<file path="config.mk">
export PLATFORM = sky130hd
export DESIGN_NAME = moving_avg_core
export DESIGN_NICKNAME = d
export VERILOG_FILES = /design/src/rtl/moving_avg_core.sv
export SDC_FILE = /design/constraint.sdc
export NUM_CORES = 1
export LEC_CHECK = 0
export ABC_CLOCK_PERIOD_IN_PS = 3250
export BUFFER_PORTS_ARGS = -buffer_cell sky130_fd_sc_hd__buf_4
export CORE_MARGIN = 1
export CORE_UTILIZATION = 52
export CTS_CLUSTER_DIAMETER = 60
export DETAILED_ROUTE_END_ITERATION = 10
export PLACE_DENSITY = 0.69
export SETUP_SLACK_MARGIN = 0.1
export SLEW_MARGIN = 20
export SYNTH_ARGS = -nofsm -noshare
export SYNTH_HDL_FRONTEND = slang
export SYNTH_SLANG_ARGS = --single-unit
export TNS_END_PERCENT = 5
</file>
<file path="constraint.sdc">
create_clock -name i_clk -period 3.25 [get_ports i_clk]
set_input_delay 0.65 -clock i_clk [delete_from_list [all_inputs] [get_ports i_clk]]
set_output_delay 0.65 -clock i_clk [all_outputs]
set_load 0.02 [all_outputs]
</file>
<file path="src/rtl/moving_avg_core.sv">
`timescale 1ns/1ps
`default_nettype none
// ============================================================================
// Module   : moving_avg_core
// Purpose  : Windowed moving average of 2^LOG2_N signed ADC samples, emitted
//            on an AXI-Stream master. Optional MAVG_FILL_GATE_EN holds off
//            tvalid until the window has been completely filled.
// Revision : 1.0 - initial release
// ============================================================================
module moving_avg_core #(
  parameter int DATA_W     = 24,
  parameter int LOG2_N     = 4,
  parameter int OUT_W      = 32,
  parameter int OFFSET_BIN = 1
) (
  input  logic              i_clk,
  input  logic              i_rst,
  input  logic              i_clr,
  input  logic [DATA_W-1:0] i_adc_data,
  input  logic              i_adc_valid,
  output logic [OUT_W-1:0]  adc_m_axis_tdata,
  output logic              adc_m_axis_tvalid,
  input  logic              adc_m_axis_tready,
  output logic              o_drop,
  output logic              o_ovr
);

  localparam int N     = 1 << LOG2_N;
  localparam int ACC_W = DATA_W + LOG2_N;
  localparam logic [LOG2_N:0] FILL_MAX = (LOG2_N+1)'(N);

  typedef enum logic [2:0] {
    ST_IDLE   = 3'd0,
    ST_LOAD   = 3'd1,
    ST_UPDATE = 3'd2,
    ST_OUT    = 3'd3,
    ST_CLEAR  = 3'd4
  } state_t;

  state_t                   state_q, state_d;
  logic [DATA_W-1:0]        sbuf_q [N];
  logic [DATA_W-1:0]        sbuf_d [N];
  logic [LOG2_N-1:0]        wr_ptr_q, wr_ptr_d;
  logic [LOG2_N-1:0]        clr_idx_q, clr_idx_d;
  logic [LOG2_N:0]          fill_q, fill_d;
  logic signed [ACC_W-1:0]  acc_q, acc_d;
  logic [DATA_W-1:0]        samp_q, samp_d;
  logic [DATA_W-1:0]        old_q, old_d;
  logic signed [DATA_W-1:0] res_q, res_d;
  logic                     clr_pend_q, clr_pend_d;
  logic [OUT_W-1:0]         tdata_q, tdata_d;
  logic                     tvalid_q, tvalid_d;
  logic                     drop_q, drop_d;
  logic                     ovr_q, ovr_d;

  logic [DATA_W-1:0]        samp_conv;
  logic                     fill_gate;

  generate
    if (OFFSET_BIN != 0) begin : g_offset_bin
      assign samp_conv = {~i_adc_data[DATA_W-1], i_adc_data[DATA_W-2:0]};
    end else begin : g_twos_comp
      assign samp_conv = i_adc_data;
    end
  endgenerate

`ifdef MAVG_FILL_GATE_EN
  assign fill_gate = (fill_q == FILL_MAX);
`else
  assign fill_gate = 1'b1;
`endif

  always_comb begin
    state_d    = state_q;
    sbuf_d     = sbuf_q;
    wr_ptr_d   = wr_ptr_q;
    clr_idx_d  = clr_idx_q;
    fill_d     = fill_q;
    acc_d      = acc_q;
    samp_d     = samp_q;
    old_d      = old_q;
    res_d      = res_q;
    clr_pend_d = clr_pend_q;
    tdata_d    = tdata_q;
    tvalid_d   = tvalid_q;
    drop_d     = drop_q;
    ovr_d      = ovr_q;

    if (tvalid_q && adc_m_axis_tready)
      tvalid_d = 1'b0;

    case (state_q)
      ST_IDLE: begin
        if (clr_pend_q || i_clr) begin
          state_d    = ST_CLEAR;
          acc_d      = '0;
          fill_d     = '0;
          wr_ptr_d   = '0;
          clr_idx_d  = '0;
          drop_d     = 1'b0;
          ovr_d      = 1'b0;
          tvalid_d   = 1'b0;
          clr_pend_d = 1'b0;
        end else if (i_adc_valid) begin
          samp_d  = samp_conv;
          old_d   = sbuf_q[wr_ptr_q];
          state_d = ST_LOAD;
        end
      end
      ST_LOAD: begin
        sbuf_d[wr_ptr_q] = samp_q;
        // Window sum cannot overflow: ACC_W holds 2^LOG2_N full-scale samples.
        acc_d    = acc_q + ACC_W'($signed(samp_q)) - ACC_W'($signed(old_q));
        wr_ptr_d = wr_ptr_q + 1'b1;
        if (fill_q != FILL_MAX)
          fill_d = fill_q + 1'b1;
        state_d = ST_UPDATE;
      end
      ST_UPDATE: begin
        res_d   = DATA_W'(acc_q >>> LOG2_N);
        state_d = ST_OUT;
      end
      ST_OUT: begin
        if (fill_gate) begin
          if (tvalid_q && !adc_m_axis_tready)
            ovr_d = 1'b1;
          tdata_d  = OUT_W'(res_q);
          tvalid_d = 1'b1;
        end
        state_d = ST_IDLE;
      end
      ST_CLEAR: begin
        sbuf_d[clr_idx_q] = '0;
        clr_idx_d         = clr_idx_q + 1'b1;
        if (clr_idx_q == '1)
          state_d = ST_IDLE;
      end
      default: state_d = ST_IDLE;
    endcase

    // Busy states drop samples and defer clears; CLEAR drops silently.
    if (state_q inside {ST_LOAD, ST_UPDATE, ST_OUT}) begin
      if (i_adc_valid)
        drop_d = 1'b1;
    end
    if (state_q inside {ST_LOAD, ST_UPDATE, ST_OUT, ST_CLEAR}) begin
      if (i_clr)
        clr_pend_d = 1'b1;
    end
  end

  always_ff @(posedge i_clk or negedge i_rst) begin
    if (!i_rst) begin
      state_q    <= ST_IDLE;
      for (int i = 0; i < N; i++)
        sbuf_q[i] <= '0;
      wr_ptr_q   <= '0;
      clr_idx_q  <= '0;
      fill_q     <= '0;
      acc_q      <= '0;
      samp_q     <= '0;
      old_q      <= '0;
      res_q      <= '0;
      clr_pend_q <= 1'b0;
      tdata_q    <= '0;
      tvalid_q   <= 1'b0;
      drop_q     <= 1'b0;
      ovr_q      <= 1'b0;
    end else begin
      state_q    <= state_d;
      sbuf_q     <= sbuf_d;
      wr_ptr_q   <= wr_ptr_d;
      clr_idx_q  <= clr_idx_d;
      fill_q     <= fill_d;
      acc_q      <= acc_d;
      samp_q     <= samp_d;
      old_q      <= old_d;
      res_q      <= res_d;
      clr_pend_q <= clr_pend_d;
      tdata_q    <= tdata_d;
      tvalid_q   <= tvalid_d;
      drop_q     <= drop_d;
      ovr_q      <= ovr_d;
    end
  end

  assign adc_m_axis_tdata  = tdata_q;
  assign adc_m_axis_tvalid = tvalid_q;
  assign o_drop            = drop_q;
  assign o_ovr             = ovr_q;

endmodule
`default_nettype wire
</file>
# Yosys cells after proc, flatten, opt, wreduce, memory -nomap -nowiden
# Index checks and enable logic that the tools add are counted.
dict set report totals {
  register_bits 523
  in_bits 29
  out_inout_bits 35
}
dict set report op_classes {
  add_sub_neg 4
  n_lt_le_gt_ge 4
  eq_ne 9
  mux 32
  bitwise_logic 6
  n_reduce_logical 18
}
# cell n
set ops {}
lappend ops {{$pmux W384 S2} 1}
lappend ops {{$and A384 B384 Y384} 1}
lappend ops {{$bwmux W384} 1}
lappend ops {{$not A384 Y384} 1}
lappend ops {{$demux W24 S4} 2}
lappend ops {{$bmux W24 S4} 1}
lappend ops {{$mux W24} 4}
lappend ops {{$pmux W28 S2} 1}
lappend ops {{$add A28 B24 Y28} 1}
lappend ops {{$mux W28} 1}
lappend ops {{$sub A28 B24 Y28} 1}
lappend ops {{$pmux W4 S2} 2}
lappend ops {{$mux W1} 12}
lappend ops {{$pmux W3 S4} 1}
lappend ops {{$ge A5 B5 Y1 const B} 2}
lappend ops {{$lt A5 B1 Y1 const B} 2}
lappend ops {{$not A4 Y5} 2}
lappend ops {{$mux W3} 3}
lappend ops {{$add A4 B1 Y4 const B} 2}
lappend ops {{$reduce_bool A2 Y1} 4}
lappend ops {{$eq A3 B2 Y1 const B} 2}
lappend ops {{$ne A2 B2 Y1 const B} 3}
lappend ops {{$reduce_and A2 Y1} 3}
lappend ops {{$reduce_and A3 Y1} 2}
lappend ops {{other kinds (13)} 18}

# Logic depth before layout (Yosys ltp)
# Gate-level depths: netlist of the first run.
dict set report logic_depth {
  depth_word 8
  ltp_mapped 15
}

# Worst setup path after synthesis of the first run
# No wires, ideal clock.
dict set report synth_path {
  path_type {register to register}
  from {reg samp_q[10]}
  to {reg acc_q[25]}
  setup_time_ps 125
  arrival_ps 3282
  t_required_ps 3125
  setup_slack_ps -156
  path_stages_with_launch 15
  n_path_buf 2
  period_less_slack_ps 3406
  cell_sequence {dfrtp_1 -> clkbuf_1 -> clkbuf_1 -> inv_1 -> fa_1 -> inv_1 -> ha_1 -> and3_1 -> or4b_1 -> a211oi_2 -> nor3_2 -> o31ai_2 -> a21oi_1 -> mux2i_1 -> nand2_1}
}
dict set report synth_between {
  elab_chain_cells 3
}
# element line_no
set synth_rtl {}
lappend synth_rtl {{from (decl)} 47} ;# logic [DATA_W-1:0] samp_q, samp_d;
lappend synth_rtl {{from (signal assigned)} 176} ;# samp_q <= samp_d;
lappend synth_rtl {{$add A28 B24 Y28} 113} ;# acc_d = acc_q + ACC_W'($signed(samp_q)) - ACC_W'($signed(old_q));
lappend synth_rtl {{$sub A28 B24 Y28} 113}
lappend synth_rtl {{$pmux W28 S2} 92} ;# case (state_q)
lappend synth_rtl {{to (signal assigned)} 160} ;# acc_q <= '0;
lappend synth_rtl {{to (signal assigned)} 175} ;# acc_q <= acc_d;
lappend synth_rtl {{to (decl)} 46} ;# logic signed [ACC_W-1:0] acc_q, acc_d;
# No other way between the ends.
# A chain may end at the register's enable or synchronous reset.

# Worst setup path in the final report of the first run
dict set report layout_path {
  from {reg samp_q[4]}
  to {reg acc_q[27]}
}
# Same word-level chain as after synthesis.

==> impl_metrics.env, run 1 <==
export IMPL_fin_crit_ns=3.16
export IMPL_multi_input_area_sq_mm=0.0104
export IMPL_cts_buffer_depth=3
export IMPL_async_flop_share_pct=100
export IMPL_clk_pin_slew_ns=0.06
export IMPL_cts_sinks=523
export IMPL_critPathKind="reg2reg"
export IMPL_final_setup_viol_count=0
export IMPL_yosys_register_bits=523
export IMPL_die_width_um=218
export IMPL_overflow=0
export IMPL_drtIter0Drc=1695
export IMPL_instances_no_fill=2527
export IMPL_crit_fanout=3
export IMPL_dp_hpwl_um=41800
export IMPL_synth_cells=1788
export IMPL_critPathCaptureType="flop"
export IMPL_final_util_pct=62.1
export IMPL_ios=64
export IMPL_finalHoldViolations=0
export IMPL_relSlewSlack_pct=38.8
export IMPL_register_area_sq_mm=0.0131
export IMPL_fin_total_pwr_w=0.0217
export IMPL_row_count=78
export IMPL_die_h_um=218
export IMPL_route_vias_total=16700
export IMPL_fin_skew_ns=0.0242
export IMPL_die_area_sq_mm=0.0474
export IMPL_min_path_type="in2reg"
export IMPL_endpoint="acc_q[27]$_DFFE_PN0P_"
export IMPL_grt_pass1_vias=17000
export IMPL_tightest_slew_ns=0.917
export IMPL_final_cell_mix="dfrtp_1, a22o_1, buf_4"
export IMPL_ir_drop_mv=0.642
export IMPL_coreArea_sq_mm=0.0456
export IMPL_required_ns=3.75
export IMPL_vias_per_cell=6.62
export IMPL_yosysSeqAreaShare_pct=54.1
export IMPL_synth_nets=1880
export IMPL_reg2reg_to="acc_q[27]$_DFFE_PN0P_"
export IMPL_drt_wirelength_per_cell_um=27.3
export IMPL_post_route_period_util_pct=97.2
export IMPL_synth_avg_cell_area_sq_um=13.5
export IMPL_grt_max_degree=80
export IMPL_r2r_slack_ns=0.09
export IMPL_gp_congestion=0.871
export IMPL_synth_warnings=0
export IMPL_drc=0
export IMPL_insertion_delay_ns=0.62
export IMPL_crit_buf_inv=3
export IMPL_rsz0062_at_grt="true"
export IMPL_outcome="finished, final reports clean"
export IMPL_synth_top_area_share_pct=54.1
export IMPL_final_common_cell="dfrtp_1"
export IMPL_cts_root_buf="clkbuf_16"
export IMPL_synth_area_sq_mm=0.0242
export IMPL_area_growth_pct=17.0
export IMPL_synth_largest_area_cell="dfrtp_1"
export IMPL_drive_gt1_share_pct=31.1
export IMPL_dp_cells=2420
export IMPL_crit_path_start="samp_q[4]$_DFFE_PN0P_"
export IMPL_start_kind="flop"
export IMPL_antenna_found_initial=1
export IMPL_routed_wl_um=69000
export IMPL_initial_core_util_pct=53.0
export IMPL_critical_path_max_stage_delay_ns=0.50
export IMPL_dr_pass1_iters=5
export IMPL_finalMaxSlewViolations=0
export IMPL_clock_tree_htree_level_count=2
export IMPL_rr_startpoint="samp_q[4]$_DFFE_PN0P_"
export IMPL_tritoncts="yes"
export IMPL_crit_slowest_cell="fa_1"
export IMPL_diodes=0
export IMPL_drtAntennaViolNets=0
export IMPL_cp_arrival_ns=3.66
export IMPL_path_delay_family="adder cells"
export IMPL_reg2regPathDepth=13
export IMPL_synth_area_leaders="dfrtp_1, a22o_1, mux4_2, mux2_2, fa_1"
export IMPL_timing_fmax_mhz=317
export IMPL_numCtsBuffers=55
export IMPL_leakagePower_nw=13.2
export IMPL_fin_nets=1976
export IMPL_grt_use_total_pct=30.0
export IMPL_crit_cells=13
export IMPL_pwr_density_cell_mw_per_mm2=768
export IMPL_n_fill_cell=3367
export IMPL_cp_cell_sequence="inv_2, fa_1, inv_1, ha_1, or3_1, a21oi_2, buf_4, a211oi_4, nor3_4, nor2_4, a211oi_2, xnor2_1, o31ai_1"
export IMPL_grt_pass1_wl_um=106000
export IMPL_setup_tns_final_ns=0
export IMPL_synth_flop_cell="dfrtp_1"
export IMPL_portBuffers=63
export IMPL_cap_violations=0
export IMPL_synth_edff_count=0
export IMPL_ys_types=58
-- flip-flops by register name, summed over array words and instances, names as in the netlist --
name / cells
old_q: 24
adc_m_axis_tvalid: 1
acc_q: 28
sbuf_q: 384
clr_pend_q: 1
adc_m_axis_tdata: 24
res_q: 24
clr_idx_q: 4
samp_q: 24
o_ovr: 1
o_drop: 1
state_q: 3
wr_ptr_q: 4
-- what timing repair did --
action,4_1_cts,5_1_grt
setup endpoints to repair,16,14
setup buffers,1,5
hold buffers,1,0
pin swaps,2,18
hold endpoints to repair,34,0
gates resized for setup,10,39
-- cells in the mapped netlist (7+ instances only) --
master / instances
a21oi_1: 43
a22o_1: 386
and3_1: 7
buf_1: 9
buf_2: 13
buf_4: 9
clkbuf_1: 136
dfrtp_1: 523
fa_1: 27
ha_1: 36
inv_1: 116
mux2_2: 95
mux4_2: 120
nand2_1: 44
nand2b_1: 7
nand3_1: 24
nor2_1: 37
o21ai_0: 50
o31ai_1: 7
xnor2_1: 15
xor2_1: 10
-- how the worst min path moves through the flow --
stage / cells past startpoint / start / endpoint / slack (ns)
5_1_grt: 2 / i_adc_data[3] / samp_q[3]$_DFFE_PN0P_ / 0.25
4_1_cts: 2 / i_adc_data[23] / samp_q[23]$_DFFE_PN0P_ / 0.24
3_5_place_dp: 1 / sbuf_q[314]$_DFFE_PN0P_ / sbuf_q[314]$_DFFE_PN0P_ / 0.48
3_3_place_gp: 2 / o_ovr$_DFFE_PN0P_ / o_ovr$_DFFE_PN0P_ / 0.47
6_report: 2 / i_adc_data[6] / samp_q[6]$_DFFE_PN0P_ / 0.26
2_1_floorplan: 0 / i_rst / acc_q[0]$_DFFE_PN0P_ / 0.35
-- metrics by stage --
step,hold WS [ns],area [sq um],setup slack (ns)
after global placement,0.473,26200,0.0133
after floorplan,0.354,24400,0.0947
after CTS,0.240,28100,0.0856
after global routing,0.248,28300,-0.0325
final,0.262,28300,0.0920
after detailed placement,0.476,26200,-0.0525
-- kinds of logic after synthesis --
logic type	synth area share, %
XOR/XNOR	0.906
adder cells (fa/ha/maj)	4.10
flip-flops	54.1
buffers and inverters	4.70
AO/OA/AOI/OAI	17.5
AND/OR/NAND/NOR	2.97
multiplexers	15.7
-- area by class of cell --
cell class                 count  area share (%)
clock buffer                  82            5.58
clock inverter                18           0.770
inverter                     116            1.55
multi-input combinational    980            36.7
sequential                   523            46.3
tap                          600            2.65
timing repair buffer         208            6.41
-- report_power, final --
part,internal [W],total [W],switching (W)
clock network,0.00367,0.00633,0.00266
registers,0.00682,0.00713,0.000308
logic,0.00350,0.00826,0.00476
-- layer usage --
| metal | GRT usage [%] | vias up | wire, um |
|---|---|---|---|
| met1 | 41.8 | 8773 | 28700 |
| met4 | 10.7 | 0 | 2160 |
| li1 | - | 6894 | - |
| met5 | 0 | - | 0 |
| met2 | 44.9 | 893 | 31500 |
| met3 | 8.87 | 163 | 6630 |
No activity file was read; power rests on OpenSTA's default activity.
==> run 2: changes to the inputs <==
--- a/config.mk
+++ b/config.mk
@@ -7,11 +7,13 @@
 export LEC_CHECK = 0
 export ABC_CLOCK_PERIOD_IN_PS = 3250
 export BUFFER_PORTS_ARGS = -buffer_cell sky130_fd_sc_hd__buf_4
+export CELL_PAD_IN_SITES_DETAIL_PLACEMENT = 1
+export CELL_PAD_IN_SITES_GLOBAL_PLACEMENT = 1
 export CORE_MARGIN = 1
-export CORE_UTILIZATION = 52
+export CORE_UTILIZATION = 47
 export CTS_CLUSTER_DIAMETER = 60
 export DETAILED_ROUTE_END_ITERATION = 10
-export PLACE_DENSITY = 0.69
+export PLACE_DENSITY = 0.74
 export SETUP_SLACK_MARGIN = 0.1
 export SLEW_MARGIN = 20
 export SYNTH_ARGS = -nofsm -noshare
==> impl_metrics.env, run 2 (synthesized netlist as in run 1, its figures left out) <==
export IMPL_tritoncts="yes"
export IMPL_outcome="finished, final reports clean"
export IMPL_reg_top3="sbuf_q (384), acc_q (28)"
export IMPL_cp_arrival_ns=3.66
export IMPL_min_path_type="in2async"
export IMPL_post_dp_cell_area_sq_mm=0.0262
export IMPL_start_kind="flop"
export IMPL_area_growth_pct=17.3
export IMPL_diodes=0
export IMPL_largest_reg_flops=384
export IMPL_relSlewSlack_pct=43.9
export IMPL_required_ns=3.74
export IMPL_cap_violations=0
export IMPL_crit_fanout=7
export IMPL_ios=64
export IMPL_dp_cells=2494
export IMPL_cts_root_buf="clkbuf_16"
export IMPL_drt_wirelength_per_cell_um=30.4
export IMPL_final_cell_mix="dfrtp_1, a22o_1, buf_4"
export IMPL_insertion_delay_ns=0.63
export IMPL_gp_congestion=0.880
export IMPL_clock_tree_htree_level_count=2
export IMPL_die_area_sq_mm=0.0523
export IMPL_final_util_pct=56.2
export IMPL_timing_fmax_mhz=315
export IMPL_cts_hold_buf=0
export IMPL_drtIter0Drc=1402
export IMPL_post_route_period_util_pct=97.6
export IMPL_reg2regPathDepth=12
export IMPL_drive_gt1_share_pct=30.7
export IMPL_grt_pass1_vias=18600
export IMPL_grt_pass1_wl_um=121000
export IMPL_rr_startpoint="samp_q[11]$_DFFE_PN0P_"
export IMPL_portBuffers=63
export IMPL_dr_pass1_iters=5
export IMPL_die_h_um=229
export IMPL_vias_per_cell=6.60
export IMPL_regMostFlops="sbuf_q"
export IMPL_design_area_sq_mm=0.0284
export IMPL_drtAntennaViolNets=0
export IMPL_drc=0
export IMPL_setup_tns_final_ns=0
export IMPL_row_count=82
export IMPL_ir_drop_mv=0.447
export IMPL_die_width_um=229
export IMPL_overflow=0
export IMPL_coreArea_sq_mm=0.0505
export IMPL_fin_crit_ns=3.17
export IMPL_finalMaxSlewViolations=0
export IMPL_cts_sinks=523
export IMPL_route_vias_total=17200
export IMPL_grt_use_total_pct=31.0
export IMPL_numCtsBuffers=57
export IMPL_rsz0062_at_grt="true"
export IMPL_dp_hpwl_um=47700
export IMPL_tightest_slew_ns=0.838
export IMPL_final_setup_viol_count=0
export IMPL_instances_no_fill=2607
export IMPL_critPathCaptureType="flop"
export IMPL_r2r_slack_ns=0.08
export IMPL_reg2reg_to="acc_q[25]$_DFFE_PN0P_"
export IMPL_fin_nets=1981
export IMPL_final_common_cell="dfrtp_1"
export IMPL_leakagePower_nw=13.3
export IMPL_antenna_found_initial=2
export IMPL_fin_skew_ns=0.0258
export IMPL_routed_wl_um=79300
export IMPL_pwr_density_cell_mw_per_mm2=782
export IMPL_fin_total_pwr_w=0.0222
export IMPL_cts_buffer_depth=3
export IMPL_n_fill_cell=4861
export IMPL_grt_max_degree=85
export IMPL_critPathKind="reg2reg"
export IMPL_clk_pin_slew_ns=0.06
export IMPL_finalHoldViolations=0
export IMPL_crit_path_start="samp_q[11]$_DFFE_PN0P_"
export IMPL_initial_core_util_pct=47.9
run 2: cell count changes in the layout (fill, tap and decap cells not counted), sizes merged:
cell | before | now
clkinv | 9 | 15
buf | 207 | 211
bufinv | 4 | 7
clkbuf | 82 | 80
inv | 119 | 117
dlygate4sd3 | 1 | 0
run 2: repair_timing:
action / 4_1_cts / 5_1_grt
resized for setup: 9 / 16
cloned: 0 / 0
setup buffers: 1 / 7
pin swaps: 3 / 8
setup endpoints to repair: 7 / 15
hold endpoints to repair: 0 / 0
run 2: area by class of cell:
cell class | instances | area [sq um] | share of cell area (%)
inverter | 116 | 435 | 1.54
sequential | 523 | 13100 | 46.2
clock inverter | 25 | 334 | 1.18
timing repair buffer | 211 | 1770 | 6.23
multi-input combinational | 980 | 10300 | 36.2
clock buffer | 80 | 1620 | 5.73
tap | 672 | 841 | 2.97
run 2: power breakdown:
group	internal, W	switching (W)	leakage (nW)
combinational	0.00328	0.00492	5.07
sequential	0.00682	0.000353	7.24
clock	0.00404	0.00276	0.965
run 2: worst max-delay path by stage:
stage	cells past startpoint	endpoint	slack (ns)
detailed placement	13	acc_q[27]$_DFFE_PN0P_	-0.01
finish	12	acc_q[25]$_DFFE_PN0P_	0.08
floorplan	14	acc_q[25]$_DFFE_PN0P_	0.09
global placement	13	acc_q[27]$_DFFE_PN0P_	0.06
CTS	12	acc_q[25]$_DFFE_PN0P_	0.06
global route	12	acc_q[23]$_DFFE_PN0P_	-0.04
run 2: critical path, stage by stage, from the launching register on:
cell and delay (ns):
dfrtp_1 0.36, inv_1 0.11, fa_1 0.51, inv_1 0.07, ha_4 0.33, nand2_4 0.06
or4b_4 0.55, a211oi_4 0.29, nor3_4 0.07, o31ai_2 0.28, a21oi_1 0.12, mux2i_1 0.19
nand2_1 0.08
run 2: through the flow:
stage / setup slack [ns] / hold slack, ns
after floorplan: 0.0947 / 0.354
after global placement: 0.0646 / 0.472
after detailed placement: -0.0147 / 0.477
after CTS: 0.0628 / 0.0911
after global routing: -0.0427 / 0.131
final: 0.0792 / 0.0859
run 2: per-layer routing:
metal / share of wire (%) / up-vias / track usage (%)
li1: - / 6900 / -
met1: 41 / 9304 / 42.7
met2: 47 / 826 / 48.4
met3: 8.4 / 179 / 6.94
met4: 3.6 / 0 / 11.6
met5: 0 / - / 0
